===== src/rtl/datapath_pkg.sv =====
// Shared opcode constants and MUL sequencer state type for pipe_datapath.
package datapath_pkg;

  localparam int unsigned OP_W = 4;

  localparam logic [OP_W-1:0] OP_ADD = 4'b0000;
  localparam logic [OP_W-1:0] OP_SUB = 4'b0001;
  localparam logic [OP_W-1:0] OP_AND = 4'b0010;
  localparam logic [OP_W-1:0] OP_OR  = 4'b0011;
  localparam logic [OP_W-1:0] OP_XOR = 4'b0100;
  localparam logic [OP_W-1:0] OP_NOT = 4'b0101;
  localparam logic [OP_W-1:0] OP_SHL = 4'b0110;
  localparam logic [OP_W-1:0] OP_SHR = 4'b0111;
  localparam logic [OP_W-1:0] OP_MOV = 4'b1011;
  localparam logic [OP_W-1:0] OP_MUL = 4'b1100;

  typedef enum logic {
    MUL_IDLE = 1'b0,
    MUL_BUSY = 1'b1
  } mul_state_e;

endpackage


===== src/rtl/pipe_datapath_if.sv =====
// Instruction issue, writeback and debug-read bundle for pipe_datapath.
// master: instruction source / observer; slave: the datapath.
interface pipe_datapath_if #(
  parameter int unsigned WIDTH = 16,
  parameter int unsigned AW    = 3
) ();

  logic             in_valid;
  logic             in_ready;
  logic [AW-1:0]    rs_addr;
  logic [AW-1:0]    rt_addr;
  logic [AW-1:0]    rd_addr;
  logic [WIDTH-1:0] imm_data;
  logic             imm_sel;
  logic [3:0]       alu_sel;
  logic             rf_write;
  logic             wb_valid;
  logic [AW-1:0]    wb_addr;
  logic [WIDTH-1:0] wb_data;
  logic             zero_flag;
  logic             pos_flag;
  logic [AW-1:0]    dbg_addr;
  logic [WIDTH-1:0] dbg_data;

  modport master (
    output in_valid, rs_addr, rt_addr, rd_addr, imm_data, imm_sel, alu_sel,
           rf_write, dbg_addr,
    input  in_ready, wb_valid, wb_addr, wb_data, zero_flag, pos_flag, dbg_data
  );

  modport slave (
    input  in_valid, rs_addr, rt_addr, rd_addr, imm_data, imm_sel, alu_sel,
           rf_write, dbg_addr,
    output in_ready, wb_valid, wb_addr, wb_data, zero_flag, pos_flag, dbg_data
  );

endinterface


===== src/rtl/pipe_alu.sv =====
// Combinational single-cycle ALU for pipe_datapath.
// Ports: op (opcode), a/b (operands), result_c (combinational result).
module pipe_alu
  import datapath_pkg::*;
#(
  parameter int unsigned WIDTH = 16
) (
  input  logic [OP_W-1:0]  op,
  input  logic [WIDTH-1:0] a,
  input  logic [WIDTH-1:0] b,
  output logic [WIDTH-1:0] result_c
);

  // Unlisted codes (including MUL, handled elsewhere) produce zero.
  always_comb begin
    result_c = '0;
    case (op)
      OP_ADD:  result_c = a + b;
      OP_SUB:  result_c = a - b;
      OP_AND:  result_c = a & b;
      OP_OR:   result_c = a | b;
      OP_XOR:  result_c = a ^ b;
      OP_NOT:  result_c = ~a;
      OP_SHL:  result_c = a << b[3:0];
      OP_SHR:  result_c = a >> b[3:0];
      OP_MOV:  result_c = b;
      default: result_c = '0;
    endcase
  end

endmodule


===== src/rtl/pipe_datapath.sv =====
// Two-stage datapath: register file + operand fetch/forwarding, EX stage with
// pipe_alu, optional shift-add multiplier (macro PIPE_DATAPATH_MUL_EN).
// Ports: clock, reset_n (async active-low), bus (pipe_datapath_if.slave):
//   issue in_valid/in_ready/rs/rt/rd/imm/imm_sel/alu_sel/rf_write,
//   writeback wb_valid/wb_addr/wb_data/zero_flag/pos_flag,
//   debug dbg_addr -> dbg_data (combinational register read).
module pipe_datapath
  import datapath_pkg::*;
#(
  parameter int unsigned WIDTH    = 16,
  parameter int unsigned NUM_REGS = 8
) (
  input  logic           clock,
  input  logic           reset_n,
  pipe_datapath_if.slave bus
);

  localparam int unsigned AW = $clog2(NUM_REGS);

  logic [WIDTH-1:0] regs [NUM_REGS];

  logic             ex_valid;
  logic [OP_W-1:0]  ex_op;
  logic [WIDTH-1:0] ex_a;
  logic [WIDTH-1:0] ex_b;
  logic [AW-1:0]    ex_rd;
  logic             ex_wr;
  logic [WIDTH-1:0] alu_result_c;

  pipe_alu #(.WIDTH(WIDTH)) u_alu (
    .op       (ex_op),
    .a        (ex_a),
    .b        (ex_b),
    .result_c (alu_result_c)
  );

  logic             accept;
  logic             fwd_a;
  logic             fwd_b;
  logic [WIDTH-1:0] opa;
  logic [WIDTH-1:0] opb;
  logic             is_mul_in;
  logic             retire;
  logic [WIDTH-1:0] retire_data;

  // Operand fetch; the in-flight EX result bypasses the register file.
  assign accept = bus.in_valid && bus.in_ready;
  assign fwd_a  = ex_valid && ex_wr && (ex_rd == bus.rs_addr);
  assign fwd_b  = ex_valid && ex_wr && (ex_rd == bus.rt_addr);
  assign opa    = fwd_a ? alu_result_c : regs[bus.rs_addr];
  assign opb    = bus.imm_sel ? bus.imm_data
                : (fwd_b ? alu_result_c : regs[bus.rt_addr]);
  assign bus.dbg_data = regs[bus.dbg_addr];

`ifdef PIPE_DATAPATH_MUL_EN
  localparam int unsigned CW = (WIDTH > 1) ? $clog2(WIDTH) : 1;

  mul_state_e       state_q;
  mul_state_e       state_d;
  logic             mul_start;
  logic             mul_done;
  logic [CW-1:0]    mul_cnt;
  logic [WIDTH-1:0] mul_acc;
  logic [WIDTH-1:0] mul_mcand;
  logic [WIDTH-1:0] mul_mplier;
  logic [WIDTH-1:0] mul_acc_next;

  assign is_mul_in    = (bus.alu_sel == OP_MUL);
  assign bus.in_ready = (state_q == MUL_IDLE);
  assign mul_acc_next = mul_acc + (mul_mplier[0] ? mul_mcand : '0);

  // MUL sequencer state register.
  always_ff @(posedge clock or negedge reset_n) begin
    if (!reset_n) state_q <= MUL_IDLE;
    else          state_q <= state_d;
  end

  // MUL sequencer next state; in IDLE in_ready is 1, so in_valid alone accepts.
  always_comb begin
    state_d   = state_q;
    mul_start = 1'b0;
    mul_done  = 1'b0;
    case (state_q)
      MUL_IDLE: begin
        if (bus.in_valid && is_mul_in) begin
          state_d   = MUL_BUSY;
          mul_start = 1'b1;
        end
      end
      MUL_BUSY: begin
        if (mul_cnt == CW'(WIDTH - 1)) begin
          mul_done = 1'b1;
          state_d  = MUL_IDLE;
        end
      end
      default: state_d = MUL_IDLE;
    endcase
  end

  // Shift-add: one multiplier bit per busy cycle, product low WIDTH bits.
  always_ff @(posedge clock or negedge reset_n) begin
    if (!reset_n) begin
      mul_cnt    <= '0;
      mul_acc    <= '0;
      mul_mcand  <= '0;
      mul_mplier <= '0;
    end else if (mul_start) begin
      mul_cnt    <= '0;
      mul_acc    <= '0;
      mul_mcand  <= opa;
      mul_mplier <= opb;
    end else if (state_q == MUL_BUSY) begin
      mul_cnt    <= mul_cnt + CW'(1);
      mul_acc    <= mul_acc_next;
      mul_mcand  <= mul_mcand << 1;
      mul_mplier <= mul_mplier >> 1;
    end
  end

  assign retire      = ex_valid || mul_done;
  assign retire_data = mul_done ? mul_acc_next : alu_result_c;
`else
  assign is_mul_in    = 1'b0;
  assign bus.in_ready = 1'b1;
  assign retire       = ex_valid;
  assign retire_data  = alu_result_c;
`endif

  // EX stage capture, retirement, register file write and flags.
  always_ff @(posedge clock or negedge reset_n) begin
    if (!reset_n) begin
      for (int unsigned i = 0; i < NUM_REGS; i++) regs[i] <= '0;
      ex_valid      <= 1'b0;
      ex_op         <= '0;
      ex_a          <= '0;
      ex_b          <= '0;
      ex_rd         <= '0;
      ex_wr         <= 1'b0;
      bus.wb_valid  <= 1'b0;
      bus.wb_addr   <= '0;
      bus.wb_data   <= '0;
      bus.zero_flag <= 1'b0;
      bus.pos_flag  <= 1'b0;
    end else begin
      // A MUL keeps rd/rf_write here but never occupies EX as a valid op.
      ex_valid <= accept && !is_mul_in;
      if (accept) begin
        ex_op <= bus.alu_sel;
        ex_a  <= opa;
        ex_b  <= opb;
        ex_rd <= bus.rd_addr;
        ex_wr <= bus.rf_write;
      end
      bus.wb_valid <= retire;
      if (retire) begin
        bus.wb_addr   <= ex_rd;
        bus.wb_data   <= retire_data;
        bus.zero_flag <= (retire_data == '0);
        bus.pos_flag  <= (retire_data != '0) && !retire_data[WIDTH-1];
        if (ex_wr) regs[ex_rd] <= retire_data;
      end
    end
  end

endmodule

===== src/flat_wrapper.sv =====
// flat-port wrapper written by rule: the top's interface ports become plain ports
module pipe_datapath_flat import datapath_pkg::*;
#(
  parameter int unsigned WIDTH    = 16,
  parameter int unsigned NUM_REGS = 8
)
  (clock, reset_n, bus_in_valid, bus_rs_addr, bus_rt_addr, bus_rd_addr, bus_imm_data, bus_imm_sel, bus_alu_sel, bus_rf_write, bus_dbg_addr, bus_in_ready, bus_wb_valid, bus_wb_addr, bus_wb_data, bus_zero_flag, bus_pos_flag, bus_dbg_data);
  pipe_datapath_if #(.WIDTH(WIDTH)) bus_i ();
  input  logic clock;
  input  logic reset_n;
  input wire logic [$bits(bus_i.in_valid)-1:0] bus_in_valid;
  input wire logic [$bits(bus_i.rs_addr)-1:0] bus_rs_addr;
  input wire logic [$bits(bus_i.rt_addr)-1:0] bus_rt_addr;
  input wire logic [$bits(bus_i.rd_addr)-1:0] bus_rd_addr;
  input wire logic [$bits(bus_i.imm_data)-1:0] bus_imm_data;
  input wire logic [$bits(bus_i.imm_sel)-1:0] bus_imm_sel;
  input wire logic [$bits(bus_i.alu_sel)-1:0] bus_alu_sel;
  input wire logic [$bits(bus_i.rf_write)-1:0] bus_rf_write;
  input wire logic [$bits(bus_i.dbg_addr)-1:0] bus_dbg_addr;
  output wire logic [$bits(bus_i.in_ready)-1:0] bus_in_ready;
  output wire logic [$bits(bus_i.wb_valid)-1:0] bus_wb_valid;
  output wire logic [$bits(bus_i.wb_addr)-1:0] bus_wb_addr;
  output wire logic [$bits(bus_i.wb_data)-1:0] bus_wb_data;
  output wire logic [$bits(bus_i.zero_flag)-1:0] bus_zero_flag;
  output wire logic [$bits(bus_i.pos_flag)-1:0] bus_pos_flag;
  output wire logic [$bits(bus_i.dbg_data)-1:0] bus_dbg_data;
  assign bus_i.in_valid = bus_in_valid;
  assign bus_i.rs_addr = bus_rs_addr;
  assign bus_i.rt_addr = bus_rt_addr;
  assign bus_i.rd_addr = bus_rd_addr;
  assign bus_i.imm_data = bus_imm_data;
  assign bus_i.imm_sel = bus_imm_sel;
  assign bus_i.alu_sel = bus_alu_sel;
  assign bus_i.rf_write = bus_rf_write;
  assign bus_i.dbg_addr = bus_dbg_addr;
  assign bus_in_ready = bus_i.in_ready;
  assign bus_wb_valid = bus_i.wb_valid;
  assign bus_wb_addr = bus_i.wb_addr;
  assign bus_wb_data = bus_i.wb_data;
  assign bus_zero_flag = bus_i.zero_flag;
  assign bus_pos_flag = bus_i.pos_flag;
  assign bus_dbg_data = bus_i.dbg_data;
  pipe_datapath #(.WIDTH(WIDTH), .NUM_REGS(NUM_REGS)) u_core (.clock(clock), .reset_n(reset_n), .bus(bus_i));
endmodule

===== config.mk =====
export PLATFORM = sky130hd
export DESIGN_NAME = pipe_datapath_flat
export DESIGN_NICKNAME = d
export VERILOG_FILES = /design/src/rtl/datapath_pkg.sv /design/src/rtl/pipe_datapath_if.sv /design/src/rtl/pipe_alu.sv /design/src/rtl/pipe_datapath.sv /design/src/flat_wrapper.sv
export SDC_FILE = /design/constraint.sdc
export NUM_CORES = 1
export LEC_CHECK = 0
export BUFFER_PORTS_ARGS = -buffer_cell sky130_fd_sc_hd__clkbuf_2
export CORE_UTILIZATION = 37
export DETAILED_ROUTE_END_ITERATION = 8
export SYNTH_ARGS = -nofsm -noshare
export SYNTH_HDL_FRONTEND = slang
export SYNTH_SLANG_ARGS = --single-unit

===== constraint.sdc =====
create_clock -name clock -period 3.94 [get_ports clock]
set_input_delay 0.394 -clock clock [delete_from_list [all_inputs] [get_ports clock]]
set_output_delay 0.394 -clock clock [all_outputs]
set_load 0.01 [all_outputs]

==> summary.txt <==
STA
  – Fin. max-slew vios: 0
  – Final period utilization: 0.942
  – Layout Skew: 0.0105 ns
  – # setup viols final: 0
  – RSZ-0062 raised after global routing: false
  – PnR worst setup slack: 0.229 ns
  – Slew HR: 0.286
  – Peak Freq: 0.269 GHz
  – Final Hold Viols: 0
  – Tmin final: 3.71 ns
  – Final setup TNS: 0 ns
  – Slew at the pin with the worst max-slew slack: 1.07 ns

GRT
  – GRT Util Overall: 0.237
  – Grt ovf: 0
  – Largest net degree at the start of global routing: 106
  – Initial antenna violation count: 1
  – First-pass GRT wire length: 70200 microns
  – Vias in the first global route: 11400

Yosys
  – Async SR Flop Fraction: 1.00
  – Netlist cell types: 84
  – Post-synthesis sequential area ratio: 0.335
  – Post-synth EDFFs: 0
  – Yosys reg bits: 191
  – Synth Flop Type: dfrtp_1
  – Post-Syn Area: 14300 sq um
  – Mapped Cells: 1436
  – Mean post-synth cell area: 9.93 sq um
  – Mapped Nets: 1523
  – Synth Warn #: 0

Floorplan
  – Initial core utilization: 0.377
  – I/O Pins: 76
  – Core area: 37800 sq um
  – Die height: 198 microns
  – Rows: 71
  – Die Area: 39300 sq um
  – Die W: 198 microns

Final layout
  – Area growth from synthesis to layout: 11.0%
  – Antenna Cells: 0
  – Layout cells sized above 1: 0.256
  – Nets: 1537
  – Fin util: 0.418

Pwr
  – Power per Cell Area: 686 nW/um^2
  – Max rail drop VDD: 0.369 mV
  – Design Power: 10.9 mW
  – Leak: 6.42 nW

Status
  – Status: finished, final reports clean

Drt
  – ANT nets after route: 0
  – Pre-Repair DR Iteration Count: 6
  – DRC Markers: 0
  – Post-Route WL: 45600 microns
  – Total number of vias: 11900
  – Post-DR vias/cell: 6.04
  – Routed WL per cell: 23.1 microns
  – Initial DRC count: 1348

Clock tree
  – Clk_lat worst skew: 0.44 ns
  – H-tree Lvls: 4
  – CTS tree: built
  – CTS Buf Count: 17
  – Hold_buf cts: 0
  – Clk root buf: clkbuf_16
  – CTS clock-pin slew for the worst setup and hold paths: 0.07 ns
  – CTS max path bufs: 2
  – Clock sinks: 191

Critical path
  – Crit-path slowest cell: dfrtp_1
  – CP max FO: 10
  – Critical Path End Type: register
  – Crit start category: register
  – Critical Path RT: 4.26 ns
  – Worst-path cell chain: nor4_4 > nand4_1 > nor2_1 > a41oi_1 > xnor2_1 > ha_1 > mux2i_1 > o211ai_1 > or3_1 > a211oi_2 > buf_4 > a21oi_1 > mux2_2
  – R2r startpoint: u_core.ex_b[5]
  – Worst EP arrival: 4.03 ns
  – CP Launch Point: u_core.ex_b[5]
  – Critical Path Max Stage Delay: 0.44 ns
  – Cell family with most CP delay: simple AND/OR/NAND/NOR gates
  – CP bufs+invs: 1
  – CP Class: register to register

Flow run
  – Max-Cap Viols: 0

Hold path
  – Worst min path class: input pin to asynchronous set/reset pin

Place
  – DPL Wire Length: 31300 microns
  – Setup slack after placement: 0.119 ns
  – Final GP Congestion: 1.02
  – Port Buffers: 74
per-stage QoR:
stage	hold slack [ns]	cell area, sq um	std cells
5_1_grt	0.123	15800	1974
6_report	0.0464	15800	1974
3_3_place_gp	0.489	15200	1942
3_5_place_dp	0.498	15200	1942
2_1_floorplan	0.0984	14300	1436
4_1_cts	0.0967	15800	1974
cell families (layout without fill, tap and decap cells):
logic type | Yosys count | in the layout | share of synthesized area
AND/OR/NAND/NOR | 408 | 408 | 0.132
flip-flops | 191 | 191 | 0.335
other | 1 | 1 | 0.000263
AO/OA/AOI/OAI | 377 | 377 | 0.166
adder cells (fa/ha/maj) | 50 | 50 | 0.0444
XOR/XNOR | 24 | 24 | 0.0147
multiplexers | 204 | 204 | 0.253
buffers and inverters | 181 | 208 | 0.0547
placed cells by master (no fill, tap or decap), types with 8 or more instances in the layout:
cell type	netlist	final
nand3_1	18	18
a21oi_1	162	161
clkbuf_2	0	73
a22oi_1	8	8
a211oi_1	34	33
nor3_1	13	10
mux2_2	54	54
ha_1	49	49
o211ai_1	16	16
o21ai_1	19	19
inv_1	35	35
nor2b_1	25	25
dfrtp_1	191	190
clkbuf_16	0	17
o21ai_0	49	49
a31oi_1	10	10
and2_1	11	11
nand2_1	94	94
mux4_2	119	119
buf_4	5	60
mux2i_1	28	28
xor2_1	8	8
nand4_1	12	12
xnor2_1	16	16
nor2_1	188	185
where the power goes:
| group | leakage [nW] | switching [mW] | internal [mW] |
|---|---|---|---|
| Clock | 0.295 | 0.811 | 0.999 |
| Sequential | 2.30 | 1.01 | 2.75 |
| Combinational | 3.82 | 2.67 | 2.62 |
final cells by class:
| cell class | instances | area (sq um) |
|---|---|---|
| clock buffers | 22 | 474 |
| clock inverters | 10 | 126 |
| fillers | 3778 | 22000 |
| inverters | 39 | 146 |
| multi-input cells | 1064 | 8770 |
| flip-flops and latches | 191 | 4780 |
| well taps | 511 | 639 |
| repair buffers | 137 | 890 |
Yosys cell counts (7+ instances only):
library cell / count / area [sq um]
dfrtp_1: 191 / 4780
nor2_1: 188 / 706
a21oi_1: 162 / 811
mux4_2: 119 / 2680
nand2_1: 94 / 353
clkbuf_1: 90 / 338
mux2_2: 54 / 608
ha_1: 49 / 613
o21ai_0: 49 / 245
inv_1: 35 / 131
a211oi_1: 34 / 255
buf_2: 33 / 165
mux2i_1: 28 / 280
nor2b_1: 25 / 156
o21ai_1: 19 / 95.1
nand3_1: 18 / 90.1
o211ai_1: 16 / 120
xnor2_1: 16 / 140
nor3_1: 13 / 65.1
nand4_1: 12 / 75.1
and2_1: 11 / 68.8
a31oi_1: 10 / 62.6
buf_1: 9 / 33.8
a22oi_1: 8 / 60.1
xor2_1: 8 / 70.1
a21o_1: 7 / 52.6
nand2b_1: 7 / 43.8
registers in the layout, indices dropped and copies added (netlist names), 3 cells and up:
register	cells
u_core.bus.wb_data	16
u_core.regs	128
u_core.ex_rd	3
u_core.ex_b	16
u_core.ex_op	4
u_core.ex_a	16
u_core.bus.wb_addr	3
path summary, 6_finish.rpt:
check / slack (ns) / to / cells after the start
max in group asynchronous: 2.91 / u_core.regs[44] / 2
worst max-delay path: 0.23 / u_core.ex_a[12] / 13
min in group clock: 0.18 / u_core.ex_rd[2] / 2
worst min-delay path: 0.05 / u_core.regs[82] / 1
worst min register to register: 0.51 / u_core.bus.wb_addr[0] / 1
worst max register to register: 0.23 / u_core.ex_a[12] / 13
timing repair:
| action | 4_1_cts | 5_1_grt |
|---|---|---|
| endpoints found under the setup margin | 0 | 4 |
| setup buffers | 0 | 0 |
| resized for setup | 0 | 3 |
routing by layer:
layer,track usage,routed length (microns),part of all wire,vias up
li1,-,-,-,5353
met5,0,13,0.00029,-
met4,0.0758,1090,0.024,2
met3,0.0383,3720,0.082,84
met2,0.370,21100,0.46,533
met1,0.335,19700,0.43,5942
(Power assumes the default switching activity.)
